===== src/rtl/adc_pkg.sv =====
// rtl/adc_pkg.sv - shared types, sizes and config-word helper for the adc sweep path
package adc_pkg;

   localparam int CFG_W = 5;
   localparam int NSLOT = 8;

   typedef enum logic [1:0] {
      IDLE  = 2'd0,
      RESET = 2'd1,
      SKIP  = 2'd2,
      RUN   = 2'd3
   } state_t;

   typedef logic [NSLOT-1:0][CFG_W-1:0] listing_t;
   typedef logic [NSLOT-1:0][2:0]       slot_ch_t;

   // Single-ended config word for physical channel ch: {S/D, O/S, S1, S0, UNI}
   function automatic logic [CFG_W-1:0] ch_cfg_word(input logic [2:0] ch, input logic uni);
      return {1'b1, ch[0], ch[2], ch[1], uni};
   endfunction

endpackage


===== src/rtl/adc_slot_packer.sv =====
// rtl/adc_slot_packer.sv - packs a channel mask into slot listing, count and slot-to-channel map
module adc_slot_packer
   import adc_pkg::*;
(
   input  logic [NSLOT-1:0] i_mask,
   input  logic             i_uni,
   output listing_t         o_listing,
   output logic [2:0]       o_count,
   output slot_ch_t         o_slot_ch,
   output logic             o_nonzero
);

   // Enabled channels fill slots in ascending order; unused slots repeat slot 0
   always_comb begin
      listing_t   lst;
      slot_ch_t   sch;
      logic [3:0] k;
      lst = '0;
      sch = '0;
      k   = 4'd0;
      for (int n = 0; n < NSLOT; n++) begin
         if (i_mask[n]) begin
            lst[k[2:0]] = ch_cfg_word(3'(n), i_uni);
            sch[k[2:0]] = 3'(n);
            k           = k + 4'd1;
         end
      end
      for (int s = 1; s < NSLOT; s++) begin
         if (4'(s) >= k) begin
            lst[s] = lst[0];
            sch[s] = sch[0];
         end
      end
      o_listing = lst;
      o_slot_ch = sch;
      o_count   = 3'(k - 4'd1);
      o_nonzero = |i_mask;
   end

endmodule


===== src/rtl/adc_sweep_scheduler.sv =====
// rtl/adc_sweep_scheduler.sv - sweep scheduler, reconfiguration sequencer and result demux/averager
module adc_sweep_scheduler
   import adc_pkg::*;
#(
   parameter int AVG_LOG2   = 0,
   parameter int RST_CYCLES = 2
) (
   input  logic        clk,
   input  logic        rst,
   input  logic [7:0]  ch_enable,
   input  logic        cfg_uni,
   input  logic        apply,
   output logic        adc_rst,
   output logic [2:0]  cfg_count,
   output listing_t    cfg_listing,
   input  logic [15:0] sample,
   input  logic        sample_valid,
   output logic        res_valid,
   output logic [2:0]  res_ch,
   output logic [15:0] res_data,
   output logic        sweep_done,
   output logic        busy
);

   localparam logic [4:0]  AVG_LAST = 5'((1 << AVG_LOG2) - 1);
   localparam logic [15:0] RST_LAST = 16'(RST_CYCLES - 1);

   state_t      r_state, w_next;
   logic        r_pend, r_pend_uni;
   logic [7:0]  r_pend_mask;
   logic [15:0] r_rst_cnt;
   logic [4:0]  r_avg_cnt;
   logic [15:0] r_acc [NSLOT];
   logic [2:0]  r_cfg_count;
   listing_t    r_cfg_listing;
   slot_ch_t    r_slot_ch;
   logic        r_res_valid, r_sweep_done;
   logic [2:0]  r_res_ch;
   logic [15:0] r_res_data;

   // An apply in the same cycle as a boundary decision wins over the stored pending config
   logic [7:0]  w_eff_mask;
   logic        w_eff_uni, w_any_pend;
   listing_t    w_listing;
   slot_ch_t    w_slot_ch;
   logic [2:0]  w_count, w_slot;
   logic        w_nonzero, w_accept, w_sweep_end, w_emit, w_enter_reset, w_enter_idle;
   logic [3:0]  w_tag;
   logic [11:0] w_code;
   logic [15:0] w_sum;

   assign w_eff_mask = apply ? ch_enable : r_pend_mask;
   assign w_eff_uni  = apply ? cfg_uni : r_pend_uni;
   assign w_any_pend = apply | r_pend;

   adc_slot_packer u_packer (
      .i_mask    (w_eff_mask),
      .i_uni     (w_eff_uni),
      .o_listing (w_listing),
      .o_count   (w_count),
      .o_slot_ch (w_slot_ch),
      .o_nonzero (w_nonzero)
   );

   assign w_tag       = sample[15:12];
   assign w_slot      = sample[14:12];
   assign w_code      = sample[11:0];
   assign w_accept    = (r_state == RUN) && sample_valid && (w_tag <= {1'b0, r_cfg_count});
   assign w_sweep_end = w_accept && (w_slot == r_cfg_count);
   assign w_emit      = w_accept && (r_avg_cnt == AVG_LAST);
   assign w_sum       = ((r_avg_cnt == 5'd0) ? 16'd0 : r_acc[w_slot]) + {4'd0, w_code};

   assign w_enter_reset = (w_next == RESET) && (r_state != RESET);
   assign w_enter_idle  = (w_next == IDLE) && (r_state != IDLE);

   // State register
   always_ff @(posedge clk or posedge rst) begin
      if (rst) r_state <= IDLE;
      else     r_state <= w_next;
   end

   // Next-state: reconfiguration only at sweep boundaries or from idle
   always_comb begin
      w_next = r_state;
      case (r_state)
         IDLE:    if (apply && w_nonzero) w_next = RESET;
         RESET:   if (r_rst_cnt == RST_LAST) w_next = SKIP;
         SKIP:    if (sample_valid) w_next = RUN;
         default: if (w_sweep_end && w_any_pend) w_next = w_nonzero ? RESET : IDLE;
      endcase
   end

   // State-decoded outputs: adc held in reset while idle or reconfiguring
   always_comb begin
      adc_rst = 1'b0;
      busy    = 1'b0;
      case (r_state)
         IDLE:    adc_rst = 1'b1;
         RESET:   begin adc_rst = 1'b1; busy = 1'b1; end
         SKIP:    busy = 1'b1;
         default: ;
      endcase
   end

   // Pending config capture and active config load on reset entry
   always_ff @(posedge clk or posedge rst) begin
      if (rst) begin
         r_pend        <= 1'b0;
         r_pend_mask   <= '0;
         r_pend_uni    <= 1'b0;
         r_rst_cnt     <= '0;
         r_cfg_count   <= '0;
         r_cfg_listing <= '0;
         r_slot_ch     <= '0;
      end else begin
         if (apply) begin
            r_pend_mask <= ch_enable;
            r_pend_uni  <= cfg_uni;
         end
         if (w_enter_reset || w_enter_idle) r_pend <= 1'b0;
         else if (apply)                    r_pend <= 1'b1;
         if (r_state == RESET) r_rst_cnt <= r_rst_cnt + 16'd1;
         if (w_enter_reset) begin
            r_rst_cnt     <= '0;
            r_cfg_count   <= w_count;
            r_cfg_listing <= w_listing;
            r_slot_ch     <= w_slot_ch;
         end
      end
   end

   // Per-slot accumulation, sweep counting and registered result emission
   always_ff @(posedge clk or posedge rst) begin
      if (rst) begin
         r_avg_cnt    <= '0;
         r_res_valid  <= 1'b0;
         r_sweep_done <= 1'b0;
         r_res_ch     <= '0;
         r_res_data   <= '0;
         for (int i = 0; i < NSLOT; i++) r_acc[i] <= '0;
      end else begin
         r_res_valid  <= w_emit;
         r_sweep_done <= w_emit && w_sweep_end;
         if (w_emit) begin
            r_res_ch   <= r_slot_ch[w_slot];
            r_res_data <= w_sum >> AVG_LOG2;
         end
         if (w_accept) begin
            r_acc[w_slot] <= w_sum;
            if (w_sweep_end) r_avg_cnt <= (r_avg_cnt == AVG_LAST) ? 5'd0 : r_avg_cnt + 5'd1;
         end
         if (w_enter_reset) begin
            r_avg_cnt <= '0;
            for (int i = 0; i < NSLOT; i++) r_acc[i] <= '0;
         end
      end
   end

   assign cfg_count   = r_cfg_count;
   assign cfg_listing = r_cfg_listing;
   assign res_valid   = r_res_valid;
   assign res_ch      = r_res_ch;
   assign res_data    = r_res_data;
   assign sweep_done  = r_sweep_done;

endmodule


===== config.mk =====
export PLATFORM = sky130hd
export DESIGN_NAME = adc_sweep_scheduler
export DESIGN_NICKNAME = d
export VERILOG_FILES = /design/src/rtl/adc_pkg.sv /design/src/rtl/adc_slot_packer.sv /design/src/rtl/adc_sweep_scheduler.sv
export SDC_FILE = /design/constraint.sdc
export NUM_CORES = 1
export LEC_CHECK = 0
export ABC_AREA = 0
export BUFFER_PORTS_ARGS = -buffer_cell sky130_fd_sc_hd__buf_2
export CORE_ASPECT_RATIO = 1.25
export CORE_MARGIN = 8
export CORE_UTILIZATION = 60
export CTS_CLUSTER_SIZE = 10
export DETAILED_ROUTE_END_ITERATION = 8
export PLACE_DENSITY = 0.89
export SLEW_MARGIN = 15
export SYNTH_ARGS = -nofsm -noshare
export SYNTH_HDL_FRONTEND = slang
export SYNTH_SLANG_ARGS = --single-unit

===== constraint.sdc =====
create_clock -name clk -period 18.2 [get_ports clk]
set_clock_uncertainty 0.1 [all_clocks]
set_input_delay 2.73 -clock clk [delete_from_list [all_inputs] [get_ports clk]]
set_output_delay 2.73 -clock clk [all_outputs]
set_load 0.05 [all_outputs]

# == Word level (Yosys, flattened, before mapping) ==
# Cells that the tools add are included.
# classes
addsub,11
magnitude_cmp,25
n_eq_ne,7
mux,101
bitwise_logic,18
n_reduce_logical,30
# op_table
op,count
$bwmux W40,7
$mux W40,7
$mux W128,2
$mux W24,6
$bwmux W128,1
$demux W5 S3,7
$mux W16,6
$mux W5,19
$demux W3 S3,7
$bmux W16 S3,1
$demux W16 S3,1
$or A16 B16 Y16,3
$mux W3,15
$and A16 B16 Y16,2
$not A16 Y16,2
$lt A3 B4 Y1 const B,7
$mux W4,7
$add A4 B1 Y4 const B,6
$and A8 B8 Y8,3
$not A8 Y8,3
$or A24 B24 Y24,1
$mux W22,1
$ge A3 B1 Y1 const B,6
$logic_and A1 B1 Y1,17
other kinds (34),55
# totals
ff_bits,249
inputBits,29
output_inout_bits,66
wordCells,227

# == Logic depth before layout (Yosys ltp) ==
# logic_depth
depth_word,22
depth_mapped,33
mapped_depth_nobuf,29

# == By module ==
# A second synthesis with hierarchy kept.
# hier_totals
hier_cells,1495
hier_area_um2,12884.9
# modules_own_cells
mod,instances,cells_per_inst,area_each_um2
adc_sweep_scheduler,1,1165,10492.6
adc_slot_packer,1,330,2392.3

# == Least setup slack after synthesis ==
# Ideal clock, no wire load.
# synth_timing
kind,input to register
startpoint,in apply
endpoint,reg r_cfg_listing (netlist bit cfg_listing[5])
t_arrival_ns,9.144
required_ns,17.978
path_slack_ns,8.835
cell_stages,30
path_buffers,5
cell_sequence,buf_6 -> clkbuf_1 -> clkbuf_1 -> mux2i_1 -> inv_1 -> ha_1 -> mux2i_1 -> inv_1 -> ha_1 -> nand2_1 -> o21a_1 -> inv_1 -> ha_1 -> nand2_1 -> o311a_4 -> clkbuf_1 -> inv_1 -> ha_1 -> nand2_1 -> o21ai_0 -> ha_1 -> nand2_1 -> xnor3_1 -> xnor2_4 -> nor4_4 -> or3_1 -> buf_6 -> a21oi_4 -> or4_1 -> a32o_1
# synth_between
elab_chain_cells,21
elab_cells_between_ends,79
classes_between,7 x add/sub; 15 x order compare; 1 x eq/ne; 44 x mux; 1 x bitwise; 11 x reduce/logical
# synth_rtl
element,line,source
"start, declared",adc_sweep_scheduler.sv:12,"input logic apply,"
$mux W8 (*),-,
via u_packer.i_mask[0],adc_slot_packer.sv:5,"input logic [NSLOT-1:0] i_mask,"
$mux W1,adc_slot_packer.sv:22,if (i_mask[n]) begin
"$add A1 B1 Y2, or another cell as far along",adc_slot_packer.sv:25,k = k + 4'd1;
$mux W4 or $logic_and A1 B1 Y1 (tied branches),"adc_slot_packer.sv:22, adc_slot_packer.sv:23",
"$add A4 B1 Y4, or another cell as far along",adc_slot_packer.sv:25,
"$mux W4, or another cell as far along",adc_slot_packer.sv:22,
"$add A4 B1 Y4, or another cell as far along",adc_slot_packer.sv:25,
[... 6 more ...],-,
"$mux W4, or another cell as far along",adc_slot_packer.sv:22,
"$lt A3 B4 Y1 (implied by the code), or another cell as far along",adc_slot_packer.sv:23,"lst[k[2:0]] = ch_cfg_word(3'(n), i_uni);"
"$logic_and A1 B1 Y1 (implied by the code), or another cell as far along",adc_slot_packer.sv:23,
$mux W5 (implied by the code) or $bwmux W40 (tied branches),adc_slot_packer.sv:23,
$demux W5 S3 or $mux W40 (tied branches),-,
$bwmux W40,adc_slot_packer.sv:23,
$mux W40,adc_slot_packer.sv:22,
$mux W5,adc_slot_packer.sv:29,if (4'(s) >= k) begin
"end signal, assigned",adc_sweep_scheduler.sv:126,r_cfg_listing <= w_listing;
"end, declared",adc_sweep_scheduler.sv:35,listing_t r_cfg_listing;
# The timed path passes the listed nets; every way through them passes the cells marked *.
# A chain may end at the register's enable or synchronous reset.

# == Final worst setup path ==
# layout_timing
startpoint,in apply
endpoint,reg r_cfg_listing (netlist bit cfg_listing[25])
# The elaborated chain is that of the path after synthesis.

==> impl_metrics.env <==
export IMPL_ys_seq_area_share_pct=43.3
export IMPL_tightest_slew_ns=1.00
export IMPL_utilization_pct=66.2
export IMPL_peakVddDrop_mv=0.135
export IMPL_dieWidth_microns=143
export IMPL_synth_top_family_by_area="compound AO/OA/AOI/OAI gates"
export IMPL_htreeDepth=1
export IMPL_slowest_delay_ns=0.75
export IMPL_path_class="in -> reg"
export IMPL_path_delay_family="compound AO/OA/AOI/OAI gates"
export IMPL_p_int_w=0.000934
export IMPL_ys_ff_latch=209
export IMPL_coreArea_sq_um=20000
export IMPL_leakagePower_nw=5.85
export IMPL_fp_dieArea_sq_um=24900
export IMPL_final_cell_mix="267 x nand2_1, 209 x dfrtp_1, 104 x a21oi_1"
export IMPL_synthAdderAreaFrac_pct=4.36
export IMPL_r2r_cells=25
export IMPL_critPathBufInv=5
export IMPL_min_path_type="reg -> reg"
export IMPL_pwr_share_seq_pct=33.8
export IMPL_synth_mux_area_share_pct=1.71
export IMPL_via_per_inst=6.53
export IMPL_r2r_end="cfg_listing[25]$_DFFE_PP0P_"
export IMPL_grt_overflow_total=0
export IMPL_ys_flop_type="dfrtp_1"
export IMPL_syn_cell_area_sq_um=12100
export IMPL_die_h_microns=175
export IMPL_pin_count=95
export IMPL_dp_slack_ns=8.32
export IMPL_cts_sinks=209
export IMPL_cp_arrival_ns=9.71
export IMPL_status="complete, no violations"
export IMPL_syn_avg_cell_area_sq_um=8.89
export IMPL_syn2layout_area_growth_pct=9.57
export IMPL_drtPass1Iterations=6
export IMPL_drv_cap=0
export IMPL_combinationalPowerShare_pct=36.8
export IMPL_holdPathEnd="res_data[10]$_DFFE_PP0P_"
export IMPL_synth_compound_area_share_pct=21.9
export IMPL_critical_path_depth=26
export IMPL_ys_async_sr_fraction_pct=100
export IMPL_first_iter_violations=1211
export IMPL_wl_mm=37.4
export IMPL_fin_total_pwr_w=0.00157
export IMPL_setup_tns_ns=0
export IMPL_cpMostUsedCell="ha_1"
export IMPL_final_max_slew_violation_count=0
export IMPL_cts_tree="done"
export IMPL_powerDensity_nw_per_um2=118
export IMPL_synth_edf_count=0
export IMPL_cts_root_buf="clkbuf_16"
export IMPL_synth_simple_area_share_pct=19.8
export IMPL_post_drt_wl_per_cell_microns=22.6
export IMPL_grt_setup_unrepaired="no"
export IMPL_rows=58
export IMPL_end_kind="flip-flop"
export IMPL_postRouteAntennaNets=0
export IMPL_finalCritPeriodShare_pct=51.9
export IMPL_grt_usage_pct=30.1
export IMPL_setup_viol_count_final=0
export IMPL_hold_viol=0
export IMPL_cp_max_fo=25
export IMPL_grt_pass1_vias=10900
export IMPL_hold_depth=2
export IMPL_fmax_mhz=106
export IMPL_path_clk_slew_ns=0.05
export IMPL_max_slew_margin_pct=33.1
export IMPL_drc_errors=0
export IMPL_nets=1446
export IMPL_cts_resized=0
export IMPL_clkPwrFrac_pct=29.4
export IMPL_portBuffers=94
export IMPL_vias=10800
export IMPL_clk_path_buf_depth=3
export IMPL_drive_above_1_share_pct=12.7
export IMPL_finalCriticalPeriod_ns=9.44
export IMPL_synthesis_nets=1426
export IMPL_synth_cell_types=88
export IMPL_switching_share_pct=40.3
export IMPL_numCtsBuffers=25
export IMPL_grt_pass1_wl_mm=58.8
export IMPL_worstHoldStart="res_data[10]$_DFFE_PP0P_"
export IMPL_p_sw_w=0.000632
export IMPL_antenna_found_initial=2
export IMPL_reg2reg_slack_ns=11.24
export IMPL_timing_final_ws_setup_ns=8.76
export IMPL_synthXorXnorAreaFrac_pct=3.47
export IMPL_clk_latency_ns=0.53
export IMPL_slowest_stage="a2111oi_1"
export IMPL_cts_setup_buffers=0
export IMPL_final_common_cell="nand2_1"
export IMPL_routabilityCongestion=1.01
export IMPL_initial_core_util_pct=60.5
export IMPL_cts_hold_buffers=0
export IMPL_synth_warnings=0
export IMPL_cp_required_ns=18.47
export IMPL_rr_startpoint="r_pend_mask[0]$_DFF_PP0_"
export IMPL_syn_instance_count=1357
export IMPL_grt_max_degree=135
export IMPL_dp_hpwl_mm=25.3
export IMPL_worstSetupStartpointType="input pin"
-- power groups by stage --
stage               clock network, W  logic, W  registers, W
global placement                   0  0.000564      0.000535
floorplan                          0  0.000383      0.000578
CTS                         0.000463  0.000569      0.000528
global route                0.000481  0.000614      0.000531
finish                      0.000460  0.000577      0.000529
detailed placement                 0  0.000567      0.000535
-- synthesized netlist by cell type, drive strengths merged, types with 7 or more instances --
cell / n / area (sq um)
ha: 38 / 475
o21ai: 47 / 239
a21o: 8 / 60.1
a211oi: 30 / 248
or3: 7 / 43.8
a31oi: 11 / 68.8
nand2: 267 / 1000
inv: 31 / 116
nor4: 17 / 121
a221o: 9 / 90.1
dfrtp: 209 / 5230
buf: 35 / 219
nand3: 43 / 215
and2: 18 / 113
o31ai: 18 / 135
mux2i: 12 / 158
nor2: 100 / 378
a22o: 13 / 114
nor3: 23 / 115
a21oi: 110 / 611
and3: 8 / 50.1
a22oi: 51 / 383
clkbuf: 79 / 297
a41oi: 9 / 78.8
a2111oi: 8 / 71.3
a221oi: 14 / 123
xnor2: 17 / 175
nor3b: 11 / 82.6
xor2: 15 / 131
-- per-layer routing --
layer | global-route usage (%) | up-vias | wire (microns)
met1 | 35.2 | 5127 | 13600
li1 | - | 4878 | -
met3 | 5.35 | 176 | 3200
met4 | 20.9 | 0 | 2590
met5 | 0 | - | 0
met2 | 49.1 | 617 | 18000
-- worst min-delay path, stage by stage (launching register included) --
cell	delay (ns)
dfrtp_1	0.33
nand2_1	0.05
nand2_1	0.05
-- sequential cells by signal, indices dropped and copies added, names as in the netlist, 2 cells and up --
register,cells
r_state,2
r_slot_ch,16
r_pend_mask,8
cfg_count,3
r_rst_cnt,16
cfg_listing,32
res_ch,3
r_acc,104
r_avg_cnt,5
res_data,16
-- logic make-up after synthesis --
family,after synthesis
other cells,2
fa+ha+maj,41
compound gates,375
mux,16
buf+inv,147
xor+xnor,37
flops,209
simple gates,530
-- how the worst max path moves through the flow --
| stage | start | end | slack [ns] |
|---|---|---|---|
| 2_1_floorplan | apply | cfg_listing[5]$_DFFE_PP0P_ | 8.83 |
| 3_3_place_gp | apply | r_slot_ch[17]$_DFFE_PP0P_ | 8.50 |
| 3_5_place_dp | apply | cfg_listing[25]$_DFFE_PP0P_ | 8.32 |
| 4_1_cts | apply | cfg_listing[25]$_DFFE_PP0P_ | 8.85 |
| 5_1_grt | apply | r_slot_ch[17]$_DFFE_PP0P_ | 8.29 |
| 6_report | apply | cfg_listing[25]$_DFFE_PP0P_ | 8.76 |
-- metrics by stage --
stage	hold WS, ns	cells	cell area (sq um)
2_1_floorplan	0.349	1357	12100
3_3_place_gp	0.354	1620	12500
3_5_place_dp	0.358	1620	12500
4_1_cts	0.371	1651	13200
5_1_grt	0.390	1651	13200
6_report	0.368	1653	13200
-- final cells by class --
cell class / instances / area [sq um]
Clock buffer: 28 / 637
Antenna cell: 2 / 5.00
Sequential cell: 209 / 5230
Multi-Input combinational cell: 1001 / 6240
Clock inverter: 3 / 68.8
Fill cell: 1629 / 6740
Tap cell: 270 / 338
Timing Repair Buffer: 107 / 568
Inverter: 33 / 131
(Power assumes the default switching activity.)
